===== src/rtl/vga_timing_gen.sv =====
// VGA timing generator: pixel-rate divider, h/v raster counters, and a
// one-pixel output pipeline that aligns pixel-source RGB with sync/blank.
module vga_timing_gen #(
  parameter int unsigned H_ACTIVE = 640,
  parameter int unsigned H_FP     = 16,
  parameter int unsigned H_SYNC   = 96,
  parameter int unsigned H_BP     = 48,
  parameter int unsigned V_ACTIVE = 480,
  parameter int unsigned V_FP     = 10,
  parameter int unsigned V_SYNC   = 2,
  parameter int unsigned V_BP     = 33,
  parameter int unsigned CLK_DIV  = 2
) (
  input  logic       clk,
  input  logic       rst_n,
  output logic [9:0] x,
  output logic [9:0] y,
  input  logic [7:0] red,
  input  logic [7:0] green,
  input  logic [7:0] blue,
  output logic       hsync,
  output logic       vsync,
  output logic [7:0] vga_r,
  output logic [7:0] vga_g,
  output logic [7:0] vga_b,
  output logic       vga_blank_n,
  output logic       pix_tick,
  output logic       frame_start
);

  localparam int unsigned H_TOTAL = H_ACTIVE + H_FP + H_SYNC + H_BP;
  localparam int unsigned V_TOTAL = V_ACTIVE + V_FP + V_SYNC + V_BP;
  localparam int unsigned DW      = $clog2(CLK_DIV);

  localparam logic [DW-1:0] DIV_LAST = DW'(CLK_DIV - 1);
  localparam logic [9:0]    H_LAST   = 10'(H_TOTAL - 1);
  localparam logic [9:0]    V_LAST   = 10'(V_TOTAL - 1);
  localparam logic [9:0]    H_ACT    = 10'(H_ACTIVE);
  localparam logic [9:0]    V_ACT    = 10'(V_ACTIVE);
  localparam logic [9:0]    H_SS     = 10'(H_ACTIVE + H_FP);
  localparam logic [9:0]    H_SE     = 10'(H_ACTIVE + H_FP + H_SYNC);
  localparam logic [9:0]    V_SS     = 10'(V_ACTIVE + V_FP);
  localparam logic [9:0]    V_SE     = 10'(V_ACTIVE + V_FP + V_SYNC);

  logic [DW-1:0] div_q;
  logic [DW-1:0] div_d;
  logic [9:0]    h_q;
  logic [9:0]    h_d;
  logic [9:0]    v_q;
  logic [9:0]    v_d;
  logic          tick_c;
  logic          tick_next_c;
  logic          active_c;
  logic          hs_raw_c;
  logic          vs_raw_c;

  assign tick_c      = (div_q == DIV_LAST);
  assign tick_next_c = (div_d == DIV_LAST);
  assign active_c    = (h_q < H_ACT) && (v_q < V_ACT);
  assign hs_raw_c    = !((h_q >= H_SS) && (h_q < H_SE));
  assign vs_raw_c    = !((v_q >= V_SS) && (v_q < V_SE));

  assign x = h_q;
  assign y = v_q;

  // Next divider and raster position; v steps only when h wraps.
  always_comb begin
    div_d = div_q + DW'(1);
    h_d   = h_q;
    v_d   = v_q;
    if (tick_c) begin
      div_d = '0;
      if (h_q == H_LAST) begin
        h_d = '0;
        v_d = (v_q == V_LAST) ? 10'd0 : v_q + 10'd1;
      end else begin
        h_d = h_q + 10'd1;
      end
    end
  end

  // Counter state plus tick/frame pulses registered from the next state.
  always_ff @(posedge clk or negedge rst_n) begin
    if (!rst_n) begin
      div_q       <= '0;
      h_q         <= '0;
      v_q         <= '0;
      pix_tick    <= 1'b0;
      frame_start <= 1'b0;
    end else begin
      div_q       <= div_d;
      h_q         <= h_d;
      v_q         <= v_d;
      pix_tick    <= tick_next_c;
      frame_start <= tick_next_c && (h_d == 10'd0) && (v_d == 10'd0);
    end
  end

  // Capture RGB with the sync/active of the same pixel, one pixel behind.
  always_ff @(posedge clk or negedge rst_n) begin
    if (!rst_n) begin
      hsync       <= 1'b1;
      vsync       <= 1'b1;
      vga_blank_n <= 1'b0;
      vga_r       <= '0;
      vga_g       <= '0;
      vga_b       <= '0;
    end else if (tick_c) begin
      hsync       <= hs_raw_c;
      vsync       <= vs_raw_c;
      vga_blank_n <= active_c;
      vga_r       <= active_c ? red   : 8'd0;
      vga_g       <= active_c ? green : 8'd0;
      vga_b       <= active_c ? blue  : 8'd0;
    end
  end

endmodule


===== config.mk =====
export PLATFORM = sky130hd
export DESIGN_NAME = vga_timing_gen
export DESIGN_NICKNAME = d
export VERILOG_FILES = /design/src/rtl/vga_timing_gen.sv
export SDC_FILE = /design/constraint.sdc
export NUM_CORES = 1
export LEC_CHECK = 0
export CORE_ASPECT_RATIO = 0.9
export CORE_MARGIN = 3
export CORE_UTILIZATION = 45
export DETAILED_ROUTE_END_ITERATION = 12
export PLACE_DENSITY_LB_ADDON = 0.3
export SLEW_MARGIN = 20
export SYNTH_ARGS = -nofsm -noshare
export SYNTH_HDL_FRONTEND = slang
export SYNTH_SLANG_ARGS = --single-unit

===== constraint.sdc =====
create_clock -name clk -period 2.25 [get_ports clk]
set_input_delay 0.5625 -clock clk [delete_from_list [all_inputs] [get_ports clk]]
set_output_delay 0.5625 -clock clk [all_outputs]
set_load 0.005 [all_outputs]

==> metrics, run 1 <==
Main synth FF type=dfrtp_1; commonest non-fill, non-tap cell in the layout=clkdlybuf4s50_1; Overall Global Routing Usage=0.202; vias in the first global route=1,868; Sinks on Clock Net=49; pin count of the biggest net entering global routing=32; largest family of logic cells by synthesized area=compound AO/OA/AOI/OAI gates; Hold Vio Cnt, Final=0; R2R Path Start=y[1]; fin crit period=2170 ps; Post-Syn Instances=204; status=completed; worst reg2reg setup slack=80 ps; maximum root-to-sink buffer count=2; crit start category=flop; Hold Crit Class=in -> async; initial drt markers=204; pins over their slew limit=0; Post-synth EDFFs=0; fin cells=357; Pwr per Cell Area=485 nW/um^2; worst skew pair latency=300 ps; Worst Tran Pin Value=674 ps; initial core utilization=0.487; area of the core=4630 um^2; Routed WL=5.81 mm; Synth Area in XOR/XNOR=0.0427; Compound-Gate Fraction of Synth Area=0.184; crit path max fanout=6; async set-reset flop share out of synthesis=1.00; Area Growth Syn to Fin=46.5%; Ports=75; CTS root buf=clkbuf_8; Cell variety after synth=42; Fill cells=359; synthesized area=2250 um^2; layout cells sized above 1=0.153; mux share of post-synthesis cell area=0.00499; Worst R2R Path Depth=9; drt first pass iters=5; Ys Warns=0; DP Worst Slack=86.7 ps; die area=5900 um^2; CTS tree=done; Final setup violation count=0; syn_nets=234; Placed Instances=347; placed inst area=3140 um^2; nets=324; post-synthesis simple-gate area fraction=0.164; post-synth top area share=0.522; hpwl dp=4.21 mm; number of synthesized register bits=49; most frequent cells in the layout=clkdlybuf4s50_1 (73), dfrtp_1 (44), a22o_1 (24), nand2_1 (20), buf_4 (18); worst r2r dst=frame_start; Die H=73.2 um; Final Skew=8.67 ps; Slew HR=0.550; die width=80.6 um; Vias=1,948; CTS H-Tree Depth=2; Post-Syn Area per Cell=11.1 um^2; adder-cell share of the synthesized area=0.0222; Yosys top cell by area=dfrtp_1; Pwr Total=1.60 mW; FP Rows=23; worst hold slack=288 ps; critical path arrival=2380 ps; Fmax=461 MHz; PortBufs=74; antenna fix cells=0; Final ANT Viol Nets=0; max cap viols=0; Setup crit end kind=flop; gpl congestion=0.917; Reg clk slew, reported paths=90 ps; synth top area cells=dfrtp_1 (52%), a22o_1 (9.3%), nand2_1 (3.3%), o21ai_0 (3.1%), nor2_1 (2.5%); Worst Slack Setup Final=82.6 ps; final worst path period share=0.963; Final Cell Area=3300 um^2; DRC viols=0; DR WL/cell=16.3 um; worst vdd ir=0.462 mV; Static Leak=1.50 nW; Via density=5.46; initial antenna violation count=0; total CTS buffers=5; Worst Setup Path Type=reg -> reg; Seq/Total Area, Yosys=0.545; first-pass GRT wire length=9.28 mm; gr ovfl total=0; Req. time, crit path=2460 ps
==> sequential cells by signal, summed over array words and instances, names as in the netlist <==
register and count:
x 10, vga_b 8, vga_blank_n 1, vga_g 8, div_q 1, y 10
vga_r 8, vsync 1, frame_start 1, hsync 1
==> cell usage after synthesis, types with 3 or more instances <==
master,count
dfrtp_1,47
a22o_1,24
nand2_1,20
nor2_1,15
o21ai_0,14
inv_1,7
nor3_1,6
xnor2_1,6
a21oi_1,5
clkbuf_1,5
xor2_1,5
ha_1,4
nand3_1,4
nand4_1,4
a21o_1,3
nor4b_1,3
==> metrics by stage <==
| step | utilization | TNS (ps) |
|---|---|---|
| after floorplan | - | 0 |
| after global placement | 0.678 | 0 |
| after detailed placement | 0.678 | 0 |
| after CTS | 0.700 | 0 |
| after global routing | 0.713 | -22.7 |
| final | 0.713 | 0 |
==> timing repair <==
action,4_1_cts,5_1_grt
hold buffers,0,0
setup endpoints to repair,0,1
resized for setup,0,11
setup buffers,0,2
==> critical path: stages, from the launching register on <==
cell and delay [ps]:
dfrtp_2 450, inv_1 100, ha_1 150, nor4bb_4 220, and4bb_2 320, buf_4 130, nor2_1 50, a21boi_0 210
nand4_1 160, nor4bb_2 300
==> how the worst max path moves through the flow <==
stage,start,end,depth (start not counted)
after floorplan,x[0],frame_start,7
after global placement,y[0],frame_start,7
after detailed placement,y[0],frame_start,8
after CTS,y[0],frame_start,8
after global routing,y[0],frame_start,8
final,y[1],frame_start,9
==> layout make-up <==
| cell class | instances | area (um^2) | share of cell area |
|---|---|---|---|
| timing repair buffer | 92 | 871 | 0.264 |
| tap | 62 | 77.6 | 0.0235 |
| sequential | 49 | 1230 | 0.373 |
| multi-input combinational | 138 | 991 | 0.300 |
| inverter | 8 | 30.0 | 0.00909 |
| clock buffer | 7 | 96.3 | 0.0292 |
| clock inverter | 1 | 5.00 | 0.00152 |
==> logic make-up after synthesis <==
kind of cell,count (synthesis)
simple gates,65
compound gates,57
flops,49
fa+ha+maj,4
mux,1
buf+inv,17
xor+xnor,11
==> metal layers <==
layer | vias up | part of all wire | global-route usage
met4 | 0 | 0.0078 | 0.0450
met5 | - | 0 | 0
met2 | 70 | 0.49 | 0.320
met1 | 952 | 0.45 | 0.287
li1 | 921 | - | -
met3 | 5 | 0.048 | 0.0407
==> report_power, final <==
group | internal, mW | switching, mW | total, mW
clock network | 0.278 | 0.280 | 0.558
logic | 0.0899 | 0.0403 | 0.130
registers | 0.902 | 0.0118 | 0.914
(Power assumes the default switching activity.)
==> run 2: changes to the inputs <==
- SLEW_MARGIN: 20 -> default
==> results of run 2 <==
Final layout, timing and power as in run 1 (identical DEF).
